## config.mk

```make
export PLATFORM = sky130hd
export DESIGN_NAME = periph_leds_ctrl
export DESIGN_NICKNAME = d
export VERILOG_FILES = /design/src/rtl/periph_leds_ctrl.sv
export SDC_FILE = /design/constraint.sdc
export NUM_CORES = 1
export LEC_CHECK = 0
export ABC_AREA = 1
export CORE_ASPECT_RATIO = 1.25
export CORE_MARGIN = 2
export CORE_UTILIZATION = 53
export DETAILED_ROUTE_END_ITERATION = 8
export PLACE_DENSITY = 0.8
export SLEW_MARGIN = 20
export SYNTH_ARGS = -nofsm -noshare
export SYNTH_HDL_FRONTEND = slang
export SYNTH_SLANG_ARGS = --single-unit
```

## constraint.sdc

```tcl
create_clock -name clk -period 1.8 [get_ports clk]
set_input_delay 0.18 -clock clk [delete_from_list [all_inputs] [get_ports clk]]
set_output_delay 0.18 -clock clk [all_outputs]
set_load 0.02 [all_outputs]
```

## src/rtl/periph_leds_ctrl.sv

```systemverilog
// Memory-mapped LED controller: pattern, blink, rotate and PWM dimming.
// Single-cycle-ack register bus in front of a step prescaler and PWM stage.
module periph_leds_ctrl #(
    parameter int LED_WIDTH  = 9,
    parameter int DATA_WIDTH = 32,
    parameter int PERIOD_RST = 1000
) (
    input  logic                  clk,
    input  logic                  rst_n,
    input  logic                  sel,
    input  logic                  we,
    input  logic [2:0]            addr,
    input  logic [DATA_WIDTH-1:0] wdata,
    output logic [DATA_WIDTH-1:0] rdata,
    output logic                  ack,
    output logic [LED_WIDTH-1:0]  out
);

    typedef enum logic {
        IDLE,
        ACK
    } state_e;

    localparam logic [1:0]  MODE_BLINK = 2'd1;
    localparam logic [1:0]  MODE_ROTL  = 2'd2;
    localparam logic [1:0]  MODE_ROTR  = 2'd3;
    localparam logic [15:0] PER_RST    = 16'(PERIOD_RST);

    state_e                 state_q, state_d;
    logic [LED_WIDTH-1:0]   data_q, data_d;
    logic [1:0]             mode_q, mode_d;
    logic [15:0]            period_q, period_d;
    logic [7:0]             bright_q, bright_d;
    logic [15:0]            cnt_q, cnt_d;
    logic                   phase_q, phase_d;
    logic [7:0]             pwm_q, pwm_d;
    logic [LED_WIDTH-1:0]   out_q, out_d;
    logic [DATA_WIDTH-1:0]  rdata_q, rdata_d;

    logic                   acc;
    logic                   wr_data, wr_mode, wr_period, wr_bright;
    logic                   step, restart, lit;
    logic [LED_WIDTH-1:0]   rot_l, rot_r, disp;
    logic [DATA_WIDTH-1:0]  rd_val;
    logic                   unused_wdata;

    assign unused_wdata = ^wdata[DATA_WIDTH-1:16];

    always_comb begin
        state_d = state_q;
        acc     = 1'b0;
        unique case (state_q)
            IDLE: begin
                if (sel) begin
                    acc     = 1'b1;
                    state_d = ACK;
                end
            end
            ACK: state_d = IDLE;
        endcase
    end

    assign wr_data   = acc && we && (addr == 3'd0);
    assign wr_mode   = acc && we && (addr == 3'd1);
    assign wr_period = acc && we && (addr == 3'd2);
    assign wr_bright = acc && we && (addr == 3'd3);

    always_comb begin
        rd_val = '0;
        case (addr)
            3'd0: rd_val[LED_WIDTH-1:0] = data_q;
            3'd1: rd_val[1:0]           = mode_q;
            3'd2: rd_val[15:0]          = period_q;
            3'd3: rd_val[7:0]           = bright_q;
            3'd4: begin
                rd_val[0]    = phase_q;
                rd_val[23:8] = cnt_q;
            end
            default: rd_val = '0;
        endcase
    end

    assign step    = (cnt_q == period_q);
    assign restart = wr_mode || wr_period;
    assign rot_l   = {data_q[LED_WIDTH-2:0], data_q[LED_WIDTH-1]};
    assign rot_r   = {data_q[0], data_q[LED_WIDTH-1:1]};
    assign lit     = (bright_q == 8'hFF) || (pwm_q < bright_q);
    assign disp    = (mode_q == MODE_BLINK && !phase_q) ? '0 : data_q;

    always_comb begin
        data_d   = data_q;
        mode_d   = mode_q;
        period_d = period_q;
        bright_d = bright_q;
        // A CPU write to DATA overrides a coincident rotation
        if (wr_data)
            data_d = wdata[LED_WIDTH-1:0];
        else if (step && mode_q == MODE_ROTL)
            data_d = rot_l;
        else if (step && mode_q == MODE_ROTR)
            data_d = rot_r;
        if (wr_mode)
            mode_d = wdata[1:0];
        if (wr_period)
            period_d = wdata[15:0];
        if (wr_bright)
            bright_d = wdata[7:0];
        cnt_d = (restart || step) ? '0 : cnt_q + 16'd1;
        if (restart)
            phase_d = 1'b1;
        else if (step && mode_q == MODE_BLINK)
            phase_d = ~phase_q;
        else
            phase_d = phase_q;
        pwm_d   = pwm_q + 8'd1;
        out_d   = lit ? disp : '0;
        rdata_d = (acc && !we) ? rd_val : '0;
    end

    always_ff @(posedge clk or negedge rst_n) begin
        if (!rst_n) begin
            state_q  <= IDLE;
            data_q   <= '0;
            mode_q   <= '0;
            period_q <= PER_RST;
            bright_q <= 8'hFF;
            cnt_q    <= '0;
            phase_q  <= 1'b1;
            pwm_q    <= '0;
            out_q    <= '0;
            rdata_q  <= '0;
        end else begin
            state_q  <= state_d;
            data_q   <= data_d;
            mode_q   <= mode_d;
            period_q <= period_d;
            bright_q <= bright_d;
            cnt_q    <= cnt_d;
            phase_q  <= phase_d;
            pwm_q    <= pwm_d;
            out_q    <= out_d;
            rdata_q  <= rdata_d;
        end
    end

    assign ack   = (state_q == ACK);
    assign rdata = rdata_q;
    assign out   = out_q;

endmodule

```

Yosys cells after proc, flatten, opt, wreduce, memory -nomap -nowiden
Cells that the tools add are included.
{ "word_totals": {"ff_bits": 94, "out_inout_bits": 42} }
{ "classes": {"n_addsub": 2, "n_lt_le_gt_ge": 1, "n_eq_ne": 9, "muxes": 18, "bitwise": 2, "reduce_logical": 18} }
{ "op_table": {"columns": ["operator", "count"], "rows": [
  ["two-way mux 9 bit", 5],
  ["two-way mux 24 bit", 1],
  ["case mux 6 bit (3 select lines)", 1],
  ["adder 16 x 1 -> 16 bit (second input constant)", 1],
  ["== test 16 bit", 1],
  ["two-way mux 16 bit", 1],
  ["case mux 7 bit (2 select lines)", 1],
  ["logical AND 1 bit", 10],
  ["adder 8 x 1 -> 8 bit (second input constant)", 1],
  ["== test 8 bit (second input constant)", 1],
  ["< comparator 8 bit", 1],
  ["two-way mux 8 bit", 1],
  ["== test 3 x 2 -> 1 bit (second input constant)", 2],
  ["case mux 1 bit (5 select lines)", 1],
  ["== test 2 bit (second input constant)", 2],
  ["two-way mux 1 bit", 4],
  ["case mux 1 bit (4 select lines)", 1],
  ["== test 3 x 1 -> 1 bit (second input constant)", 1],
  ["== test 3 bit (second input constant)", 1],
  ["zero test 3 bit", 1],
  ["logical OR 1 bit", 3],
  ["case mux 1 bit (3 select lines)", 1],
  ["nonzero test 3 bit", 1],
  ["== test 2 x 1 -> 1 bit (second input constant)", 1],
  ["other kinds (4)", 6]
]} }

Logic depth before layout (Yosys ltp)
Gate-level depths: netlist of run 1.
{ "depth": {"depth_word": 7, "mapped_depth": 12, "mapped_depth_nobuf": 11} }

Least setup slack after synthesis of run 1
Ideal clock, no wire load.
{ "synth_path": {"path_kind": "flip-flop to flip-flop", "startpoint": "register state_q (netlist: ack)", "endpoint": "register cnt_q[6]", "setup_time_ps": 124, "arrival_ps": 1406, "slack_ps": 270, "path_stages_with_launch": 8, "synth_period_minus_slack_ps": 1530, "cell_sequence": "dfrtp_1 nor2_1 nand2_1 nor2_1 nor2_1 nand2_2 buf_6 nor3_1"} }
{ "synth_via": {"elab_chain_len": 6, "word_cells_on_any_way": 7} }
{ "synth_rtl": {"columns": ["element", "line", "source"], "rows": [
  ["start: declaration", "29", "state_e state_q, state_d;"],
  ["start signal: assignment", "133", "state_q <= state_d;"],
  ["two-way mux 1 bit *", "52", "unique case (state_q)"],
  ["named net acc", "40", "logic acc;"],
  ["logical AND 1 bit *", "64, 65", null],
  ["logical AND 1 bit, on equally long branches", "64, 65", null],
  ["logical OR 1 bit *", "84", "assign restart = wr_mode || wr_period;"],
  ["logical OR 1 bit *", "108", "cnt_d = (restart || step) ? '0 : cnt_q + 16'd1;"],
  ["two-way mux 16 bit *", "108", null],
  ["named net cnt_d[6]", "34", "logic [15:0] cnt_q, cnt_d;"],
  ["end signal: assignment", "138", "cnt_q <= cnt_d;"],
  ["end: declaration", "34", null]
]} }
The timed path passes the listed nets; every way through them passes the cells marked *.
A chain may end at the register's enable or synchronous reset.

Worst setup path in the final report of run 1
{ "layout_path": {"startpoint": "register period_q[5]", "endpoint": "register data_q[0]"} }
{ "layout_via": {"elab_chain_len": 4, "word_cells_on_any_way": 6} }
{ "layout_rtl": {"columns": ["element", "line", "source"], "rows": [
  ["start: declaration", "32", "logic [15:0] period_q, period_d;"],
  ["start signal: assignment", "136", "period_q <= period_d;"],
  ["== test 16 bit *", "83", "assign step = (cnt_q == period_q);"],
  ["logical AND 1 bit", "98", "else if (step && mode_q == MODE_ROTL)"],
  ["two-way mux 9 bit", "98", null],
  ["two-way mux 9 bit", "96", "if (wr_data)"],
  ["end signal: assignment", "134", "data_q <= data_d;"],
  ["end: declaration", "30", "logic [LED_WIDTH-1:0] data_q, data_d;"]
]} }
Every way passes the cells marked *; elsewhere a longest branch is shown, timed or not.

==> results.cfg, run 1 <==
[timing]
rsz0062_at_grt = true
finalSetupViolations = 1
tns_ns = -0.0333
max_freq_mhz = 545
slew_viol_final = 0
relSlewSlack = 0.618
hold_viol_final = 0
clock-skew-final_ns = 0.00765
post-route-period-util = 1.02
fin_ws_ns = -0.0333
period_needed_ns = 1.83
tightest_slew_ns = 0.573
whs_ns = 0.279

[logic_synthesis]
synth_top_family_by_area = simple AND/OR/NAND/NOR gates
yosysWarnings = 0
muxShareOfSynthArea = 0.00242
synth_fa_ha_area_frac = 0.0242
synth_seq_area_share = 0.509
synth_compound_area_frac = 0.0922
syn_inst = 553
synth-simple-area-share = 0.267
ys_seq_elements = 94
ys_types = 37
synth_xor_area_frac = 0.0245
synth_area_sq_um = 4650
avgSynthCellArea_sq_um = 8.42

[clock_tree]
cts.sinks = 94
clock_latency_ns = 0.36
clk_pin_slew_worst_paths_ns = 0.09
cts_buffers = 9
cts_tree = done
clk_path_buf_depth = 2
cts-root-buf = clkbuf_8
cts.htree.levels = 3

[route]
avgViaCountPerCell = 5.45
drt-total-wl_um = 12200
num_vias = 4241
drt_iter0_drc = 267
ant_nets = 0
drtPass1Iterations = 5
wl_per_cell_um = 15.6
drc = 0

[power]
power.leakage_nw = 2.82
vdd_drop_max_mv = 0.785
p_per_area_nw_per_um2 = 1010

[place]
place_hpwl_um = 8470
port_buffers = 56
place.gp.congestion = 0.918
placed_area_sq_um = 5480
place_ws_ns = -0.0333

[critical_path]
criticalPathCategory = register to register
start_kind = register
cp_common_cell = nand2_1
crit_path_end_kind = register
rrSetupSlack_ns = -0.03
r2r.worst_path.cells = 12
arrival_ns = 2.14
crit_chain = inv_2, nand2_1, nand2_1, nor2_1, nand2_1, nor2_4, buf_6, buf_4, nand4_1, nand3_1, nand2_1, nand2_1
rr_startpoint = period_q[5]$_DFFE_PN1P_
critPathBufInv = 3
worstReg2RegEnd = data_q[0]$_DFFE_PN0P_
worstPathRequired_ns = 2.11
path_max_fanout = 6
crit_family = simple AND/OR/NAND/NOR gates
max_stage_delay_ns = 0.55
cpMaxStageDelayCell = dfstp_2

[global_routing]
grt_pass1_vias = 3917
grt_max_degree = 48
antenna_found_initial = 0
overflow = 0
grt_use_total = 0.254
grt_pass1_wl_um = 18600

[finish]
layout_common_cells = 138 x nand2_1, 74 x dfrtp_1, 55 x clkdlybuf4s50_1
final_nets = 701
antennaDiodeCount = 0
fin_area_sq_um = 5930
syn_to_final_growth_pct = 27.4
final_util = 0.689
drive_above_1_share = 0.188
mostFrequentLayoutCell = nand2_1

[outcome]
violations = negative setup slack
status = complete, but fails checks

[floorplanning]
die_w_um = 87.8
start_util = 0.541
die_h_um = 109
ios = 81
die_area_sq_um = 9550
rows = 38
core_sq_um = 8610

[hold_path]
hold_class = input port to async pin

[flow_run]
maxCapViolCount = 0
report_power, final:
part / internal [mW] / switching (mW)
Sequential: 2.54 / 0.334
Combinational: 0.724 / 1.00
Clock: 0.640 / 0.752
Total: 3.91 / 2.09
worst register-to-register path: stages, from the launching register on:
cell,delay (ns)
dfstp_2,0.55
inv_2,0.04
nand2_1,0.06
nand2_1,0.07
nor2_1,0.14
nand2_1,0.11
nor2_4,0.17
buf_6,0.16
buf_4,0.12
nand4_1,0.12
nand3_1,0.14
nand2_1,0.07
nand2_1,0.06
sequential cells by signal (all words and copies together), names as in the netlist, 2 cells and up:
| name | flops |
|---|---|
| out | 9 |
| bright_q | 8 |
| cnt_q | 16 |
| period_q | 16 |
| rdata | 24 |
| data_q | 9 |
| mode_q | 2 |
| pwm_q | 8 |
synth_stat cells:
library cell  count  share of area
nand4_1          12          0.016
clkbuf_2          1         0.0011
inv_1            53          0.043
nor4_1            4         0.0054
nor3_1           11          0.012
nor2_1           49          0.040
nand2_1         144           0.12
dfstp_2          15          0.085
nor2_4            2         0.0048
clkbuf_1          5         0.0040
nor3b_1           4         0.0065
xnor2_1           4         0.0075
and3_1            1         0.0013
nand3_2           7          0.015
buf_4             9          0.015
mux2_2            1         0.0024
conb_1            1        0.00081
buf_6             3         0.0073
xor2_1            9          0.017
o22ai_1           8          0.011
buf_2             5         0.0054
nor3_2            1         0.0022
nand2_2           1         0.0013
inv_2             6         0.0048
a21oi_2           1         0.0019
a21oi_1          45          0.048
or2_1             1         0.0013
o21a_1            1         0.0016
o21ai_0          21          0.023
nand3_1          26          0.028
o221ai_1          2         0.0038
nor3b_2           1         0.0027
nor2_2            8          0.011
ha_1              9          0.024
a211oi_1          2         0.0032
nand3_4           1         0.0038
dfrtp_1          79           0.42
layout make-up:
cell class,instances,area [sq um]
clock buffer,10,128
clock inverter,6,63.8
fill,650,2680
inverter,59,224
multi-input combinational,386,2030
sequential,94,2380
tap,120,150
timing repair buffer,103,961
worst max path at each step:
stage | from | to | slack, ns | cells after the start
2_1_floorplan | ack$_DFF_PN0_ | cnt_q[6]$_DFF_PN0_ | 0.27 | 7
3_3_place_gp | addr[1] | cnt_q[15]$_DFF_PN0_ | 0.04 | 6
3_5_place_dp | addr[0] | cnt_q[8]$_DFF_PN0_ | -0.03 | 7
4_1_cts | cnt_q[0]$_DFF_PN0_ | cnt_q[14]$_DFF_PN0_ | 0.002 | 10
5_1_grt | cnt_q[4]$_DFF_PN0_ | data_q[0]$_DFFE_PN0P_ | -0.16 | 12
6_report | period_q[5]$_DFFE_PN1P_ | data_q[0]$_DFFE_PN0P_ | -0.03 | 12
metal layers:
| layer | vias up | wire, um | track usage |
|---|---|---|---|
| li1 | 1977 | - | - |
| met1 | 1999 | 4760 | 0.306 |
| met2 | 224 | 6270 | 0.438 |
| met3 | 41 | 631 | 0.0341 |
| met4 | 0 | 482 | 0.134 |
| met5 | - | 0 | 0 |
cell families (layout without fill, tap and decap cells):
group	Yosys count	after routing
AND/OR/NAND/NOR	273	275
flip-flops	94	94
buffers and inverters	82	178
AO/OA/AOI/OAI	80	80
XOR/XNOR	13	13
adder cells (fa/ha/maj)	9	9
other	1	8
multiplexers	1	1
stage by stage:
step	std cells	power, mW
floorplan	560	3.79
global placement	742	4.35
detailed placement	742	4.43
CTS	764	5.85
global route	778	6.30
finish	778	6.00
repair_timing:
action,in CTS,in global routing
setup buffers,5,12
cloned,0,2
setup endpoints to repair,2,34
endpoints found under the hold margin,24,0
hold buffers,1,0
pin swaps,1,20
gates resized for setup,3,28
No activity file was read; power rests on OpenSTA's default activity.
==> inputs of run 2 (changes only) <==
--- a/config.mk
+++ b/config.mk
@@ -11,6 +11,7 @@
 export CORE_UTILIZATION = 53
 export DETAILED_ROUTE_END_ITERATION = 8
 export PLACE_DENSITY = 0.8
+export REMOVE_ABC_BUFFERS = 1
 export SLEW_MARGIN = 20
 export SYNTH_ARGS = -nofsm -noshare
 export SYNTH_HDL_FRONTEND = slang
==> results.cfg, run 2 (synthesized netlist as in run 1, its figures left out) <==
[finish]
final_nets = 693
syn_to_final_growth_pct = 26.6
layout_common_cells = 137 x nand2_1, 75 x dfrtp_1, 55 x clkdlybuf4s50_1
drive_above_1_share = 0.186
fin_cells = 770
antennaDiodeCount = 0
n_fill_cell = 704
largest_register_ffs = 24
mostFrequentLayoutCell = nand2_1

[place]
place_hpwl_um = 8530
dp.cells = 741
place.gp.congestion = 0.977
port_buffers = 56

[global_routing]
grt_use_total = 0.263
overflow = 0
grt_pass1_vias = 4028
grt_pass1_wl_um = 19200
grt_max_degree = 42
antenna_found_initial = 0

[outcome]
status = finished clean

[critical_path]
criticalPathCategory = register to register
path_max_fanout = 6
r2r.worst_path.cells = 12
arrival_ns = 2.08
start_kind = register
worstPathRequired_ns = 2.12
crit_path_end_kind = register

[timing]
finalSetupViolations = 0
rsz0062_at_grt = true
period_needed_ns = 1.76
post-route-period-util = 0.976
clock-skew-final_ns = 0.00864
relSlewSlack = 0.620
hold_viol_final = 0
tightest_slew_ns = 0.570
slew_viol_final = 0
max_freq_mhz = 569

[route]
wl_per_cell_um = 15.5
avgViaCountPerCell = 5.33
drtPass1Iterations = 5
drc = 0
num_vias = 4105
drt_iter0_drc = 200
drt-total-wl_um = 11900
ant_nets = 0

[floorplanning]
ios = 81
core_sq_um = 8610
start_util = 0.541
die_w_um = 87.8
die_h_um = 109
die_area_sq_um = 9550
rows = 38

[power]
vdd_drop_max_mv = 0.772
power_mw = 5.95
p_per_area_nw_per_um2 = 1010
power.leakage_nw = 2.79

[clock_tree]
cts_buffers = 9
cts_tree = done
cts-root-buf = clkbuf_8
cts.htree.levels = 3
cts.sinks = 94
clk_path_buf_depth = 2
clock_latency_ns = 0.38
clk_pin_slew_worst_paths_ns = 0.09

[hold_path]
whs_path_depth = 3
hold_class = input port to register

[flow_run]
maxCapViolCount = 0
## run 2: cell count changes in the layout (fill, tap and decap cells not counted), sizes merged
cell    delta
bufinv     -1
clkbuf     +1
buf        -8
nand3      -1
inv        +1
## run 2: final cells by class
type | count | area (sq um) | share of cell area
clock buffer | 10 | 138 | 0.0233
clock inverter | 6 | 46.3 | 0.00785
inverter | 59 | 221 | 0.0376
multi-input combinational | 385 | 2030 | 0.344
sequential | 94 | 2380 | 0.403
tap | 120 | 150 | 0.0255
timing repair buffer | 96 | 936 | 0.159
## run 2: final timing paths
check,endpoint,slack (ns),start
hold / removal,period_q[9]$_DFFE_PN1P_,0.33,wdata[9]
hold reg to reg,pwm_q[7]$_DFF_PN0_,0.48,pwm_q[7]$_DFF_PN0_
setup / recovery,data_q[7]$_DFFE_PN0P_,0.04,period_q[9]$_DFFE_PN1P_
setup reg to reg,data_q[7]$_DFFE_PN0P_,0.04,period_q[9]$_DFFE_PN1P_
max in group asynchronous,bright_q[0]$_DFFE_PN1P_,0.84,rst_n
min in group asynchronous,cnt_q[10]$_DFF_PN0_,0.34,rst_n
## run 2: power by group
part	switching [mW]	internal (mW)	total, mW
Combinational	1.02	0.756	1.77
Clock	0.766	0.546	1.31
Sequential	0.325	2.54	2.86
Total	2.11	3.84	5.95
## run 2: repair_timing
action                                 CTS  global route
gates cloned                             0             2
pin swaps                                1            17
endpoints found under the hold margin   27             0
gates resized for setup                  5            24
buffers inserted                         0            10
setup endpoints to repair                9            27
hold buffers                             1             0
## run 2: routing by layer
layer  GRT usage  share of wire  routed length [um]
met1       0.304           0.40                4740
met2       0.458           0.50                5980
met3      0.0545          0.055                 655
met4       0.132          0.045                 530
met5           0              0                   0
## run 2: critical path, cell delays in order (launching register included)
cell and delay, ns:
dfstp_2 0.54, inv_1 0.04, nand2_1 0.06, nand2_2 0.06
nor2_2 0.12, nand2_2 0.09, nor2_4 0.18, buf_6 0.16
buf_4 0.14, nand4_1 0.09, nand3_1 0.09, nand2_1 0.06
nand2_1 0.06
## run 2: stage by stage
stage | area (sq um) | setup TNS [ns] | utilization | setup WS [ns] | hold slack, ns
floorplan | 4530 | -11.92 | - | -0.563 | -0.116
global placement | 5500 | 0 | 0.639 | 0.00602 | 0.209
detailed placement | 5500 | -0.409 | 0.639 | -0.0742 | 0.213
CTS | 5720 | 0 | 0.665 | 0.00138 | 0.328
global route | 5890 | -0.256 | 0.685 | -0.0429 | 0.367
finish | 5890 | 0 | 0.685 | 0.0432 | 0.332
